File: config.mk
export PLATFORM = sky130hd
export DESIGN_NAME = m_clint
export DESIGN_NICKNAME = d
export VERILOG_FILES = /design/src/rtl/m_clint.sv
export SDC_FILE = /design/constraint.sdc
export NUM_CORES = 1
export LEC_CHECK = 0
export CAP_MARGIN = 20
export CORE_ASPECT_RATIO = 1.1
export CORE_MARGIN = 2
export CORE_UTILIZATION = 25
export CTS_BUF_LIST = sky130_fd_sc_hd__clkbuf_4 sky130_fd_sc_hd__clkbuf_8
export CTS_CLUSTER_DIAMETER = 30
export CTS_CLUSTER_SIZE = 30
export DETAILED_ROUTE_END_ITERATION = 10
export SLEW_MARGIN = 20
export SYNTH_ARGS = -nofsm -noshare
export SYNTH_HDL_FRONTEND = slang
export SYNTH_SLANG_ARGS = --single-unit
File: constraint.sdc
create_clock -name CLK -period 6 [get_ports CLK]
set_input_delay 1.5 -clock CLK [delete_from_list [all_inputs] [get_ports CLK]]
set_output_delay 1.5 -clock CLK [all_outputs]
set_load 0.01 [all_outputs]
File: src/rtl/m_clint.sv
// -----------------------------------------------------------------------------
// m_clint - core-local interruptor for the RISC-V cluster.
//
// Owns the free-running 64-bit mtime counter (advanced by a TICK_DIV
// prescaler), one 64-bit mtimecmp and one msip bit per hart, and makes them
// visible through a single-cycle-request MMIO slave. Every request, whether
// mapped or not, is acknowledged exactly one cycle later with no stall.
//
// Register map (byte offsets within the 64 KiB window, h = hart index):
//   0x0000 + 4h   msip[h]          bit 0 only, upper bits read as zero
//   0x4000 + 8h   mtimecmp[h] lo
//   0x4004 + 8h   mtimecmp[h] hi
//   0xBFF8        mtime lo
//   0xBFFC        mtime hi
//   anything else (including h >= N_HARTS): writes dropped, reads return 0
//
// Parameters:
//   N_HARTS   number of harts, 1..16
//   TICK_DIV  CLK cycles per mtime increment, >= 1
//
// Ports:
//   CLK       sole clock, rising edge
//   RST       asynchronous active-high reset
//   w_req     request valid for one cycle
//   w_we      1 = write, 0 = read (qualified by w_req)
//   w_addr    byte offset, bits [1:0] ignored
//   w_wdata   write data
//   r_ack     response strobe, one cycle after the request
//   r_rdata   read data, valid with r_ack, holds otherwise
//   w_mtime   current mtime
//   w_mtip    timer interrupt pending, one bit per hart
//   w_msip    software interrupt pending, one bit per hart
// -----------------------------------------------------------------------------
module m_clint #(
    parameter int unsigned N_HARTS  = 1,
    parameter int unsigned TICK_DIV = 1
) (
    input  logic               CLK,
    input  logic               RST,
    input  logic               w_req,
    input  logic               w_we,
    input  logic [15:0]        w_addr,
    input  logic [31:0]        w_wdata,
    output logic               r_ack,
    output logic [31:0]        r_rdata,
    output logic [63:0]        w_mtime,
    output logic [N_HARTS-1:0] w_mtip,
    output logic [N_HARTS-1:0] w_msip
);

    localparam int unsigned DIV_W  = (TICK_DIV > 1) ? $clog2(TICK_DIV) : 1;
    localparam int unsigned HART_W = (N_HARTS > 1) ? $clog2(N_HARTS) : 1;

    localparam logic [DIV_W-1:0] DIV_LAST = DIV_W'(TICK_DIV - 1);

    // Word (address >> 2) indices of the register regions.
    localparam logic [13:0] CMP_BASE_W = 14'h1000;
    localparam logic [13:0] CMP_END_W  = CMP_BASE_W + 14'(2 * N_HARTS);
    localparam logic [13:0] MTIME_LO_W = 14'h2FFE;
    localparam logic [13:0] MTIME_HI_W = 14'h2FFF;

    // -------------------------------------------------------------------------
    // State
    // -------------------------------------------------------------------------
    logic [DIV_W-1:0]   div_q,      div_d;
    logic [63:0]        mtime_q,    mtime_d;
    logic [63:0]        mtimecmp_q [N_HARTS];
    logic [63:0]        mtimecmp_d [N_HARTS];
    logic [N_HARTS-1:0] msip_q,     msip_d;
    logic [N_HARTS-1:0] mtip_q,     mtip_d;
    logic               ack_q;
    logic [31:0]        rdata_q,    rdata_d;

    // -------------------------------------------------------------------------
    // Address decode
    // -------------------------------------------------------------------------
    logic [13:0]       word;
    logic [13:0]       cmp_off;
    logic              msip_hit;
    logic              cmp_hit;
    logic              cmp_hi;
    logic              mtime_lo_hit;
    logic              mtime_hi_hit;
    logic [HART_W-1:0] hart_idx;
    logic              unused_addr_lsbs;

    assign word             = w_addr[15:2];
    assign unused_addr_lsbs = ^w_addr[1:0];

    // NOTE: every signal assigned in an always_comb gets a default on the
    // first lines of the block, so no path leaves it unassigned and no latch
    // is inferred; the combinational blocks use blocking '=' throughout.
    always_comb begin
        msip_hit     = 1'b0;
        cmp_hit      = 1'b0;
        cmp_hi       = 1'b0;
        cmp_off      = word - CMP_BASE_W;
        hart_idx     = '0;
        mtime_lo_hit = (word == MTIME_LO_W);
        mtime_hi_hit = (word == MTIME_HI_W);

        if (word < 14'(N_HARTS)) begin
            msip_hit = 1'b1;
            hart_idx = HART_W'(word);
        end else if (word >= CMP_BASE_W && word < CMP_END_W) begin
            // Two words per hart: bit 0 picks the half, the rest the hart.
            cmp_hit  = 1'b1;
            cmp_hi   = cmp_off[0];
            hart_idx = HART_W'(cmp_off >> 1);
        end
    end

    // -------------------------------------------------------------------------
    // Next-state logic
    // -------------------------------------------------------------------------
    logic tick;
    logic wr;
    logic rd;

    assign tick = (div_q == DIV_LAST);
    assign wr   = w_req & w_we;
    assign rd   = w_req & ~w_we;

    // Prescaler runs independently of mtime writes.
    always_comb begin
        div_d = tick ? '0 : div_q + 1'b1;
    end

    // A half-write replaces that half and suppresses the increment for the
    // cycle, so the other half keeps its un-incremented value (no carry).
    always_comb begin
        mtime_d = mtime_q + 64'(tick);
        if (wr && mtime_lo_hit) begin
            mtime_d = {mtime_q[63:32], w_wdata};
        end else if (wr && mtime_hi_hit) begin
            mtime_d = {w_wdata, mtime_q[31:0]};
        end
    end

    always_comb begin
        msip_d     = msip_q;
        mtimecmp_d = mtimecmp_q;
        if (wr && msip_hit) begin
            msip_d[hart_idx] = w_wdata[0];
        end
        if (wr && cmp_hit) begin
            if (cmp_hi) begin
                mtimecmp_d[hart_idx][63:32] = w_wdata;
            end else begin
                mtimecmp_d[hart_idx][31:0] = w_wdata;
            end
        end
    end

    // The pending bit compares the registered mtime/mtimecmp, so it trails
    // any tick or write by one further cycle: a write in cycle N moves w_mtip
    // in cycle N+2, and w_mtip rises the cycle after mtime reaches mtimecmp.
    always_comb begin
        mtip_d = '0;
        for (int h = 0; h < N_HARTS; h++) begin
            mtip_d[h] = (mtime_q >= mtimecmp_q[h]);
        end
    end

    // Reads see the register values standing in the request cycle.
    always_comb begin
        rdata_d = rdata_q;
        if (rd) begin
            rdata_d = '0;
            if (msip_hit) begin
                rdata_d = {31'b0, msip_q[hart_idx]};
            end else if (cmp_hit) begin
                rdata_d = cmp_hi ? mtimecmp_q[hart_idx][63:32]
                                 : mtimecmp_q[hart_idx][31:0];
            end else if (mtime_lo_hit) begin
                rdata_d = mtime_q[31:0];
            end else if (mtime_hi_hit) begin
                rdata_d = mtime_q[63:32];
            end
        end
    end

    // -------------------------------------------------------------------------
    // Registers
    // -------------------------------------------------------------------------
    // NOTE: mtimecmp is a small register array, not a RAM; every entry must
    // reset to all-ones so no hart sees a spurious timer interrupt, hence the
    // reset loop over the array.
    always_ff @(posedge CLK or posedge RST) begin
        if (RST) begin
            div_q   <= '0;
            mtime_q <= '0;
            msip_q  <= '0;
            mtip_q  <= '0;
            ack_q   <= 1'b0;
            rdata_q <= '0;
            for (int h = 0; h < N_HARTS; h++) begin
                mtimecmp_q[h] <= '1;
            end
        end else begin
            div_q      <= div_d;
            mtime_q    <= mtime_d;
            msip_q     <= msip_d;
            mtip_q     <= mtip_d;
            ack_q      <= w_req;
            rdata_q    <= rdata_d;
            mtimecmp_q <= mtimecmp_d;
        end
    end

    assign r_ack   = ack_q;
    assign r_rdata = rdata_q;
    assign w_mtime = mtime_q;
    assign w_mtip  = mtip_q;
    assign w_msip  = msip_q;

endmodule

# After elaboration in Yosys (flattened, before gate mapping)
# Index checks and enable logic that the tools add are counted.
[op_classes] n_addsub=3 multipliers=0 div_mod_pow=0 order_cmp=6 eq_ne=3 n_shift=0 mux=24 n_bitwise=4 reduce_logical=6
[op_table] op="two-way mux 64 bit" n=4
[op_table] op="two-way mux 32 bit" n=7
[op_table] op="bitwise mux 64 bit" n=2
[op_table] op="adder 64 x 1 -> 64 bit" n=1
[op_table] op=">= comparator 64 bit" n=1
[op_table] op="== test 14 bit (second input constant)" n=2
[op_table] op=">= comparator 14 x 13 -> 1 bit (second input constant)" n=1
[op_table] op="less-than comparator 14 x 1 -> 1 bit (second input constant)" n=1
[op_table] op="less-than comparator 14 x 13 -> 1 bit (second input constant)" n=1
[op_table] op="two-way mux 1 bit" n=10
[op_table] op="logical AND 1 bit" n=6
[op_table] op="bitwise AND 1 bit" n=2
[op_table] op="!= test 2 bit (second input constant)" n=1
[op_table] op="inverter 1 bit" n=2
[op_table] op="subtractor 2 x 1 -> 2 bit (second input constant)" n=1
[op_table] op="adder 1 bit (second input constant)" n=1
[op_table] op="bitwise mux 1 bit" n=1
[op_table] op=">= comparator 1 bit (second input constant)" n=1
[op_table] op="less-than comparator 1 bit (second input constant)" n=1
[word_totals] register_bits=164 latchBits=0 ramBits=0 mem_bits_ro=0 input_bits=52 output_inout_bits=99 n_memories=0

# Logic depth before layout (Yosys ltp)
[logic_depth] ltp_word=9 depth_mapped=9

# Worst setup path before layout
# Ideal clock, no wire load.
[synth_timing] kind="input-to-reg" from="in w_addr[14]" to="reg mtime_q[10] (netlist: w_mtime[10])" setup_ns=0.126 t_arrival_ns=3.292 required_ns=5.874 path_slack_ns=2.583 cell_stages=8 cell_sequence="nand4b_1 -> or4_1 -> clkbuf_1 -> nor2_1 -> clkbuf_1 -> nor2_1 -> a311oi_1 -> nor2_1"
[synth_between] elab_chain_cells=3 elab_cells_between_ends=6 cone_classes="eq/ne (3); mux (1); reduce/logical (2)"
[synth_lines] item="start: declaration" line_no="42" text="input logic [15:0] w_addr,"
[synth_lines] item="== test 14 bit (on tied branches)" line_no="99, 100"
[synth_lines] item="logical AND 1 bit (on tied branches)" line_no="133, 135"
[synth_lines] item="!= test 2 bit (no line) / two-way mux 32 bit (equally long branches)"
[synth_lines] item="end signal: assignment" line_no="202" text="mtime_q <= mtime_d;"
[synth_lines] item="end: declaration" line_no="66" text="logic [63:0] mtime_q, mtime_d;"
# Several ways; a longest one is shown, not always the timed one.
# A chain may end at the register's enable or synchronous reset.

# Worst setup path after layout
[layout_timing] from="in w_addr[14]" to="reg mtime_q[29] (netlist: w_mtime[29])"
# Same word-level chain as after synthesis.

==> results.sh <==
export IMPL_synth_area_mux_share_pct=4.46
export IMPL_drtIter0Drc=747
export IMPL_crit_type="in2reg"
export IMPL_hold_buffers=0
export IMPL_cts_repair_resized=0
export IMPL_yosysMostFrequentCell="nand2_1"
export IMPL_start_util_pct=25.4
export IMPL_fin_total_pwr_uw=2480
export IMPL_synth_compound_area_share_pct=22.5
export IMPL_grt_busiest_layer="met2"
export IMPL_clockRootBuffer="clkbuf_8"
export IMPL_grtUsageMet2_pct=28.7
export IMPL_violations="design-rule violations"
export IMPL_cp_slowest_cell="nor4_2"
export IMPL_setup_tns_ps=0
export IMPL_cp_data_arrival_time_ps=4230
export IMPL_synth_area_top_cells="dfrtp_1 (25%), dfstp_2 (17%), ha_1 (8.2%)"
export IMPL_hold_viol=0
export IMPL_syn_nets=1201
export IMPL_ys_seq_area_share_pct=41.7
export IMPL_synth_edf_count=0
export IMPL_wl_um=35600
export IMPL_gp_congestion=0.824
export IMPL_slew_headroom_pct=33.6
export IMPL_finalCritPeriodShare_pct=64.9
export IMPL_core_um2=39300
export IMPL_crit_fanout=39
export IMPL_gr_total_overflow=0
export IMPL_yosys_top_cells_count="nand2_1 (110), dfrtp_1 (99), inv_1 (76), nor2_1 (71)"
export IMPL_timing_fmax_mhz=257
export IMPL_synth_fa_ha_area_share_pct=8.16
export IMPL_antenna_found_initial=0
export IMPL_grt_use_met1_pct=22.8
export IMPL_grt_pass1_wl_um=54800
export IMPL_rsz0062_at_grt="no"
export IMPL_ys_async_sr_fraction_pct=100
export IMPL_post_cts_buffers=0
export IMPL_tightest_slew_ps=997
export IMPL_wire_per_inst_um=20.7
export IMPL_numCtsBuffers=17
export IMPL_drt_pass1_iter_count=10
export IMPL_ir_drop_v=0.000124
export IMPL_fill_cells=4089
export IMPL_synth_top_family_by_area="compound AO/OA/AOI/OAI gates"
export IMPL_n_antenna_cell=0
export IMPL_cts_tree="built"
export IMPL_die_h_um=213
export IMPL_crit_buf_inv=2
export IMPL_hp_class="reg2reg"
export IMPL_crit_family="simple AND/OR/NAND/NOR gates"
export IMPL_synth_seq_cells=163
export IMPL_cts_sinks=163
export IMPL_nets=1320
export IMPL_io_buffer_count=148
export IMPL_ys_flop_type="dfrtp_1"
export IMPL_clkTransAtPathRegs_ps=80
export IMPL_critPathLaunchType="primary input"
export IMPL_cts_buffer_depth=2
export IMPL_crit_required_ps=6330
export IMPL_cts_htree_levels=4
export IMPL_syn_inst=1084
export IMPL_clock_skew_ps=13.9
export IMPL_synth_top_area_share_pct=24.9
export IMPL_seq_area_um2=4160
export IMPL_power_per_cell_area_nw_per_um2=199
export IMPL_io_pins=151
export IMPL_power_leakage_uw=0.00497
export IMPL_viasPerCell=5.45
export IMPL_die_area_um2=41500
export IMPL_fin_crit_ps=3890
export IMPL_maxCapViolCount=0
export IMPL_clk_latency_ps=480
export IMPL_final_max_slew_violation_count=0
export IMPL_ys_types=65
export IMPL_vias=9386
export IMPL_layout_drive_gt1_share_pct=14.3
export IMPL_outcome="finished, violations left"
export IMPL_crit_path_end_kind="register"
export IMPL_hpwl_um=25500
export IMPL_yosysTopAreaCell="dfrtp_1"
export IMPL_synth_warnings=0
export IMPL_synthSimpleGateAreaFrac_pct=17.4
export IMPL_synth_avg_cell_area_um2=9.19
export IMPL_first_global_vias=9084
export IMPL_antenna_left=0
export IMPL_finalSetupViolCount=0
export IMPL_syn_to_final_growth_pct=24.9
export IMPL_die_x_um=194
export IMPL_synth_xor_area_share_pct=0.176
export IMPL_drc_errors=10
export IMPL_synth_area_um2=9970
export IMPL_use_met3_pct=3.13
export IMPL_multi_input_area_um2=5280
export IMPL_grt_max_degree=103
export IMPL_grt_usage_pct=17.1
export IMPL_cp_cell_sequence="clkdlybuf4s50_1 > nand4b_1 > nor4_2 > nand2_1 > buf_4 > and4_1 > a211oi_1 > a311oi_1"
export IMPL_cpPeakStageDelay_ps=500
export IMPL_fp_row_count=76
[kinds of logic after synthesis]
| logic type | count (synthesis) |
|---|---|
| mux | 40 |
| simple gates | 350 |
| flops | 163 |
| fa+ha+maj | 65 |
| compound gates | 319 |
| buf+inv | 145 |
| xor+xnor | 2 |
[power breakdown]
part | internal [uW] | switching, uW
registers | 1140 | 70.1
logic | 154 | 172
clock network | 494 | 447
total | 1790 | 689
[metrics by stage]
stage | worst slack, ps | area (um2) | cells | hold WS [ps] | utilization [%]
floorplan | 201 | 9970 | 1084 | 487 | -
global placement | 1610 | 12000 | 1691 | 463 | 30.5
detailed placement | 1620 | 12000 | 1691 | 470 | 30.5
CTS | 2130 | 12400 | 1723 | 490 | 31.7
global route | 1970 | 12400 | 1723 | 516 | 31.7
finish | 2110 | 12400 | 1723 | 480 | 31.7
[area by class of cell]
| class | count | area share, % |
|---|---|---|
| Multi-Input combinational cell | 776 | 42.4 |
| Sequential cell | 163 | 33.4 |
| Timing Repair Buffer | 168 | 13.1 |
| Tap cell | 507 | 5.10 |
| Inverter | 77 | 2.36 |
| Clock buffer | 21 | 2.27 |
| Clock inverter | 11 | 1.41 |
[flip-flops by register name, summed over array words and instances, names as in the netlist]
name,flops
w_mtime,64
r_ack,1
w_msip,1
r_rdata,32
w_mtip,1
mtimecmp_q,64
[routing by layer]
metal / part of all wire [%] / wire length (um)
met2: 48 / 17000
met5: 0 / 0
met1: 45 / 16000
met3: 5.6 / 2000
met4: 1.7 / 599
[layout by cell type, fill, tap and decap left out, types with 22 or more instances in the layout]
| cell | instances |
|---|---|
| nor2_1 | 69 |
| dfstp_2 | 64 |
| a221oi_1 | 65 |
| o31ai_1 | 34 |
| ha_1 | 65 |
| inv_1 | 75 |
| nand2_1 | 110 |
| mux2_2 | 35 |
| clkdlybuf4s50_1 | 147 |
| a21oi_1 | 53 |
| a211oi_1 | 30 |
| o21ai_0 | 63 |
| nand3_1 | 33 |
| nor3_1 | 25 |
| dfrtp_1 | 99 |
| nand4_1 | 22 |
[worst paths after layout]
check / startpoint / to / slack (ps) / cells past startpoint
worst max-delay path: w_addr[14] / w_mtime[29] / 2110 / 8
worst min-delay path: r_rdata[28] / r_rdata[28] / 480 / 2
worst max register to register: w_mtime[0] / w_mtime[62] / 2780 / 8
worst min register to register: r_rdata[28] / r_rdata[28] / 480 / 2
max in group asynchronous: RST / mtimecmp_q[11] / 3280 / 3
min in group asynchronous: RST / r_rdata[27] / 1630 / 2
[worst register-to-register path, delay by kind of cell (launching register included)]
kind / cells / cell delay, ps
AOI/OAI and AO/OA: 1 / 270
and+or+nand+nor: 5 / 1780
adders and majority gates: 1 / 270
buffers and inverters: 1 / 270
DFF: 1 / 520
Power figures use the tool's default switching activity.
